## config.mk

```make
export PLATFORM = sky130hd
export DESIGN_NAME = chunk_serial_adder
export DESIGN_NICKNAME = d
export VERILOG_FILES = /design/src/rtl/chunk_serial_adder.sv
export SDC_FILE = /design/constraint.sdc
export NUM_CORES = 1
export LEC_CHECK = 0
export ABC_AREA = 1
export CAP_MARGIN = 15
export CORE_ASPECT_RATIO = 0.9
export CORE_UTILIZATION = 35
export CTS_BUF_LIST = sky130_fd_sc_hd__clkbuf_4 sky130_fd_sc_hd__clkbuf_8
export DETAILED_ROUTE_END_ITERATION = 12
export DONT_BUFFER_PORTS = 1
export PLACE_DENSITY = 0.5
export SLEW_MARGIN = 0
export SYNTH_ARGS = -nofsm -noshare
export SYNTH_HDL_FRONTEND = slang
export SYNTH_SLANG_ARGS = --single-unit
```

## constraint.sdc

```tcl
create_clock -name clock -period 2.6 [get_ports clock]
set_input_delay 0.39 -clock clock [delete_from_list [all_inputs] [get_ports clock]]
set_output_delay 0.39 -clock clock [all_outputs]
set_load 0.005 [all_outputs]
```

## src/rtl/chunk_serial_adder.sv

```systemverilog
// rtl/chunk_serial_adder.sv - multi-cycle chunked two's-complement adder/subtractor
//
// Adds or subtracts num_1 and num_2 CHUNK bits per clock, LSB chunk first.
// A carry register links one chunk to the next.
// Legal parameters: WIDTH >= 2 and WIDTH % CHUNK == 0.
//
// Ports:
//   clock, resetn       clock; asynchronous active-low reset
//   start               request an operation (accepted in IDLE or DONE)
//   sub, cin            0 = add with carry-in cin; 1 = num_1 - num_2 (cin ignored)
//   num_1, num_2        operands, latched when start is accepted
//   busy                high while chunks are being processed
//   done                one-cycle pulse when sum/carryOut/overflow update
//   sum                 WIDTH-bit result, modulo 2^WIDTH
//   carryOut            carry out of the MSB (for subtract: 1 = no borrow)
//   overflow            signed two's-complement overflow
module chunk_serial_adder #(
  parameter int WIDTH = 8,
  parameter int CHUNK = 2
) (
  input  logic             clock,
  input  logic             resetn,
  input  logic             start,
  input  logic             sub,
  input  logic             cin,
  input  logic [WIDTH-1:0] num_1,
  input  logic [WIDTH-1:0] num_2,
  output logic             busy,
  output logic             done,
  output logic [WIDTH-1:0] sum,
  output logic             carryOut,
  output logic             overflow
);

  localparam int NCHUNK = WIDTH / CHUNK;
  // Keep the chunk index at least one bit wide for the CHUNK == WIDTH case.
  localparam int KW     = (NCHUNK > 1) ? $clog2(NCHUNK) : 1;

  typedef enum logic [1:0] {
    IDLE = 2'd0,
    RUN  = 2'd1,
    DONE = 2'd2
  } state_t;

  state_t state, state_next;

  logic [WIDTH-1:0] a_reg;
  logic [WIDTH-1:0] b_reg;       // already inverted for subtract
  logic [WIDTH-1:0] partial;
  logic [WIDTH-1:0] partial_next;
  logic             carry;
  logic [KW-1:0]    k;

  logic [CHUNK-1:0] a_chunk;
  logic [CHUNK-1:0] b_chunk;
  logic [CHUNK:0]   chunk_sum;
  int               base;
  logic             last;
  logic             accept;

  // One chunk of the addition: never wider than CHUNK+1 bits.
  always_comb begin
    base         = int'(k) * CHUNK;
    a_chunk      = a_reg[base +: CHUNK];
    b_chunk      = b_reg[base +: CHUNK];
    chunk_sum    = {1'b0, a_chunk} + {1'b0, b_chunk} + {{CHUNK{1'b0}}, carry};
    partial_next = partial;
    partial_next[base +: CHUNK] = chunk_sum[CHUNK-1:0];
  end

  assign last   = (k == KW'(NCHUNK - 1));
  // start is only looked at outside RUN, so a request mid-operation is dropped.
  assign accept = start && (state != RUN);

  always_ff @(posedge clock or negedge resetn) begin
    if (!resetn) begin
      state <= IDLE;
    end else begin
      state <= state_next;
    end
  end

  always_comb begin
    state_next = state;
    case (state)
      IDLE:    if (start) state_next = RUN;
      RUN:     if (last)  state_next = DONE;
      DONE:    state_next = start ? RUN : IDLE;
      default: state_next = IDLE;
    endcase
  end

  assign busy = (state == RUN);
  assign done = (state == DONE);

  always_ff @(posedge clock or negedge resetn) begin
    if (!resetn) begin
      a_reg    <= '0;
      b_reg    <= '0;
      partial  <= '0;
      carry    <= 1'b0;
      k        <= '0;
      sum      <= '0;
      carryOut <= 1'b0;
      overflow <= 1'b0;
    end else if (accept) begin
      a_reg   <= num_1;
      // Subtract as A + ~B + 1: the +1 rides in on the initial carry.
      b_reg   <= sub ? ~num_2 : num_2;
      carry   <= sub ? 1'b1 : cin;
      partial <= '0;
      k       <= '0;
    end else if (state == RUN) begin
      partial <= partial_next;
      carry   <= chunk_sum[CHUNK];
      if (last) begin
        k        <= '0;
        // Outputs only ever see a completed result.
        sum      <= partial_next;
        carryOut <= chunk_sum[CHUNK];
        overflow <= (a_reg[WIDTH-1] == b_reg[WIDTH-1]) &&
                    (partial_next[WIDTH-1] != a_reg[WIDTH-1]);
      end else begin
        k <= k + KW'(1);
      end
    end
  end

endmodule

```

# After elaboration in Yosys (flattened, before gate mapping)
# Index checks and enable logic that the tools add are counted.
word_totals:
  out_inout_bits: 12
  regBits: 39
  inputBits: 21
classes:
  shifts: 4
  mux: 14
  bitwise: 2
  eq_ne: 8
  reduce_logical: 6
  n_addsub: 4
op_table:
  columns: ["operator", "n"]
  rows:
  - ["$neg 3->33", 1]
  - ["$shift 2x33->8 const A", 1]
  - ["$shiftx 2x33->8", 1]
  - ["$mux 8", 3]
  - ["$shiftx 8x4->2", 2]
  - ["$mux 2", 5]
  - ["$bwmux 8", 1]
  - ["$not 8->8", 1]
  - ["$pmux 2 s3", 1]
  - ["$eq 2x2->1 const B", 2]
  - ["$mux 1", 4]
  - ["$ne 2x1->1 const B", 2]
  - ["$add 2x2->3", 1]
  - ["$add 3x1->3", 1]
  - ["$reduce_and 3->1", 1]
  - ["$add 2x1->2 const B", 1]
  - ["$eq 2x1->1 const B", 1]
  - ["$logic_and 1x1->1", 2]
  - ["$logic_not 2->1", 1]
  - ["$ne 2x2->1 const B", 1]
  - ["$reduce_and 2->1", 1]
  - ["$reduce_bool 2->1", 1]
  - ["$eq 1x1->1", 1]
  - ["$ne 1x1->1", 1]
  - ["$not 1->1", 1]

# Longest topological paths before layout
depth:
  depth_word: 7
  ltp_mapped: 13

# Least setup slack after synthesis
# No wires, ideal clock.
synth_path:
  path_type: "register -> register"
  start: "register k[0]"
  end: "register overflow"
  path_slack_ns: 0.260
  arrival_time_ns: 2.275
  t_required_ns: 2.535
  path_stages_with_launch: 13
  setup_time_ns: 0.065
  synth_period_minus_slack_ns: 2.340
  cell_sequence: "dfrtp_1 > inv_1 > buf_4 > o21ai_0 > o22ai_1 > fa_1 > fa_1 > nand3_1 > o21bai_1 > nand2_1 > nand2_1 > nand2_1 > nand2_1"
synth_via:
  elab_chain_cells: 7
  elab_cells_between_ends: 12
  cone_classes: "add/sub (3); eq/ne (2); shift (4); mux (1); reduce/logical (2)"
synth_lines:
  columns: ["element", "line_no", "source"]
  rows:
  - ["start, declared", "52", "logic [KW-1:0] k;"]
  - ["start signal, assigned", "124", "k <= k + KW'(1);"]
  - ["$shiftx 8x4->2 (on tied branches)", "64, 65", null]
  - ["$add 2x2->3", "66", "chunk_sum = {1'b0, a_chunk} + {1'b0, b_chunk} + {{CHUNK{1'b0}}, carry};"]
  - ["$add 3x1->3", "66", null]
  - ["$shiftx 2x33->8", "68", "partial_next[base +: CHUNK] = chunk_sum[CHUNK-1:0];"]
  - ["$bwmux 8", "68", null]
  - ["$ne 1x1->1", "122", "(partial_next[WIDTH-1] != a_reg[WIDTH-1]);"]
  - ["$logic_and 1x1->1", "121", "overflow <= (a_reg[WIDTH-1] == b_reg[WIDTH-1]) &&"]
  - ["end signal, assigned", "121", null]
  - ["end, declared", "32", "output logic overflow"]
# Several ways; a longest one is shown, not always the timed one.
# A chain may end at the register's enable or synchronous reset.

# Worst setup path after layout
layout_path:
  start: "register k[0]"
  end: "register sum[5]"
layout_via:
  elab_chain_cells: 5
  elab_cells_between_ends: 10
  cone_classes: "add/sub (3); eq/ne (1); shift (4); mux (1); reduce/logical (1)"
layout_lines:
  columns: ["element", "line_no", "source"]
  rows:
  - ["$shiftx 8x4->2 (on tied branches)", "64, 65", null]
  - ["$add 2x2->3", "66", null]
  - ["$add 3x1->3", "66", null]
  - ["$shiftx 2x33->8", "68", null]
  - ["$bwmux 8", "68", null]
  - ["end signal, assigned", "119", "sum <= partial_next;"]
  - ["end, declared", "30", "output logic [WIDTH-1:0] sum,"]
# Several ways; a longest one is shown, not always the timed one.

==> flow_metrics.tcl <==
set metrics [dict create \
    swShare_pct 42.3 \
    rows 25 \
    portBuffers 0 \
    wire_per_inst_um 13.8 \
    pwr_density_cell_mw_per_mm2 1270 \
    drt_iter0_drc 73 \
    vias 1462 \
    min_period_ns 2.42 \
    clock_latency_ns 0.29 \
    fp.coreArea_mm2 0.00538 \
    worst_slew_pin_slew_ns 0.808 \
    ir_worst_vdd_v 0.000520 \
    pre_cts_ws_ns 0.197 \
    wl_met1_um 2230 \
    start_util_pct 37.1 \
    vias_per_cell 4.78 \
    ys_types 22 \
    hp-class "input port to flop" \
    dieArea_mm2 0.00602 \
    cts_tree "done" \
    drc_errors 0 \
    die_x_um 81.6 \
    grt_pass1_wl_um 7110 \
    wl_met3_um 192 \
    fp.dieH_um 73.7 \
    place_inst 297 \
    ios 33 \
    track_usage_pct 16.1 \
    crit_chain "buf_4 > o21ai_0 > o22ai_1 > fa_1 > fa_1 > inv_1 > nor2_1 > inv_1 > o22ai_1 > nand2_1 > nand2_1" \
    nNetsFinal 268 \
    power.leakage_nw 1.07 \
    synthCells 233 \
    ctsLongestPathBuffers 2 \
    clk_pin_slew_ns 0.08 \
    clock_skew_ns 0.00640 \
    ctsRootBufferMaster "clkbuf_8" \
    setup-tns-final_ns 0 \
    p_sw_w 0.00118 \
    synth_nets 262 \
    power.share.clock_pct 18.0 \
    ys_ff_latch 39 \
    cts_resized 0 \
    pwr-share-comb_pct 45.6 \
    crit_family "adder cells" \
    finalHoldViolations 0 \
    cp_max_fo 8 \
    path_buf_inv 3 \
    synth_area_per_cell_um2 8.58 \
    cts_htree_levels 2 \
    endpoint_kind "flop" \
    ys_seq_area_share_pct 48.8 \
    ant_nets 0 \
    drv_slew 0 \
    wl_um 4220 \
    cp.arrival_ns 2.65 \
    yosys-top-cells-area "dfrtp_1 (49%), nand2_1 (15%), inv_1 (4.5%), o21ai_0 (4.0%), o21ai_2 (3.9%)" \
    dp_hpwl_um 3020 \
    slew_headroom_pct 45.9 \
    max_freq_mhz 414 \
    route.met2.wl_um 1740 \
    drive_above_1_share_pct 10.9 \
    grt_max_degree 40 \
    post-route-period-util_pct 92.9 \
    drv_cap 0 \
    synth_top_area_share_pct 48.8 \
    fillers 588 \
    slowest_stage "fa_1" \
    outcome "finished clean" \
    gp_congestion 0.803 \
    drt-pass1-iter-count 4 \
    grt_overflow 0 \
    power.internal_w 0.00161 \
    cpPeakStageDelay_ns 0.51 \
    instances_no_fill 306 \
    fin_ws_ns 0.184 \
    finalSetupViolations 0 \
    clkSinkCount 39 \
    rsz0062_at_grt "no" \
    antenna_found_initial 0 \
    ys.warnings.count 0 \
    area_delta_synth_final_pct 10.0 \
    power_frac_seq_pct 36.4 \
    netlist_area_mm2 0.00200 \
    top_layer_used "met4" \
    cts_buffers 5 \
    yosys.area.top_type "dfrtp_1" \
    critPathLaunchType "flop" \
    grt_pass1_vias 1442 \
    diodes 0 \
    path_class "flop to flop" \
    crit_required_ns 2.83 \
]
[worst reg2reg max path, cell delays in order (launching register included)]
cell and delay [ns]:
dfrtp_1 0.40, buf_4 0.17, o21ai_0 0.16, o22ai_1 0.12
fa_1 0.41, fa_1 0.51, inv_1 0.07, nor2_1 0.13
inv_1 0.05, o22ai_1 0.17, nand2_1 0.08, nand2_1 0.08
[cell families after synthesis]
kind of cell	Yosys count	share of synthesized area (%)
compound gates	40	12.7
buf+inv	34	8.01
simple gates	104	21.2
flops	39	48.8
fa+ha+maj	8	5.76
xor+xnor	8	3.51
[routing by layer]
layer  track usage [%]  vias up
met1              23.4      682
met5                 0        -
met3              4.72        7
li1                  -      746
met4              5.26        0
met2              22.8       27
[stage by stage]
| step | hold WS [ns] | instance area, um^2 | util, % | total power, W |
|---|---|---|---|---|
| after floorplan | 0.0944 | 2000 | - | 0.00199 |
| after global placement | 0.0961 | 2060 | 38.3 | 0.00230 |
| after detailed placement | 0.0958 | 2060 | 38.3 | 0.00230 |
| after CTS | 0.211 | 2200 | 40.9 | 0.00284 |
| after global routing | 0.221 | 2200 | 40.9 | 0.00306 |
| final | 0.212 | 2200 | 40.9 | 0.00280 |
[timing repair]
item / in CTS / in global routing
hold buffers: 2 / 0
buffers inserted: 0 / 0
endpoints found under the hold margin: 39 / 0
[final timing paths]
kind	endpoint	slack [ns]	startpoint	cells after the start
worst max register to register	sum[5]$_DFFE_PN0P_	0.18	k[0]$_DFFE_PN0P_	11
worst max-delay path	sum[5]$_DFFE_PN0P_	0.18	k[0]$_DFFE_PN0P_	11
max in group asynchronous	state[0]$_DFFE_PN0P_	1.80	resetn	2
min in group asynchronous	sum[3]$_DFFE_PN0P_	0.58	resetn	2
worst min register to register	a_reg[5]$_DFFE_PN0P_	0.48	a_reg[5]$_DFFE_PN0P_	2
worst min-delay path	a_reg[7]$_DFFE_PN0P_	0.21	num_1[7]	2
[area by class of cell]
cell class | instances | area (um^2) | share of cell area [%]
clock buffer | 6 | 76.3 | 3.47
clock inverter | 1 | 30.0 | 1.37
inverter | 26 | 103 | 4.67
multi-input combinational | 160 | 862 | 39.2
sequential | 39 | 976 | 44.4
tap | 67 | 83.8 | 3.81
timing repair buffer | 7 | 67.6 | 3.07
[synth_stat cells (all sizes together)]
master and n:
nand2 83, dfrtp 39, inv 26, o21ai 26, nor2 15, o22ai 12, xnor2 8, buf 7
ha 6, nand3 5, fa 2, clkbuf 1, nand4 1, o211ai 1, o21bai 1
[cell usage in the layout (no fill, tap or decap)]
cell type / instances
nor2_8: 1
ha_1: 6
o21ai_0: 16
nand4_1: 1
o22ai_1: 12
buf_12: 1
inv_4: 2
bufinv_16: 1
nand2_4: 1
o21bai_1: 1
xnor2_1: 8
clkbuf_8: 5
nor2_1: 14
o21ai_1: 1
nand3_1: 5
dfrtp_1: 39
dlygate4sd3_1: 1
o211ai_1: 1
fa_1: 2
inv_1: 24
buf_4: 5
nand2_1: 82
o21ai_2: 9
clkbuf_4: 1
[power groups by stage]
stage / clock, W / sequential [W] / combinational (W)
final: 0.000503 / 0.00102 / 0.00128
after global routing: 0.000536 / 0.00106 / 0.00147
after CTS: 0.000516 / 0.00103 / 0.00129
after detailed placement: 0 / 0.00103 / 0.00127
after global placement: 0 / 0.00103 / 0.00127
after floorplan: 0 / 0.000991 / 0.00100
No activity file was read; power rests on OpenSTA's default activity.
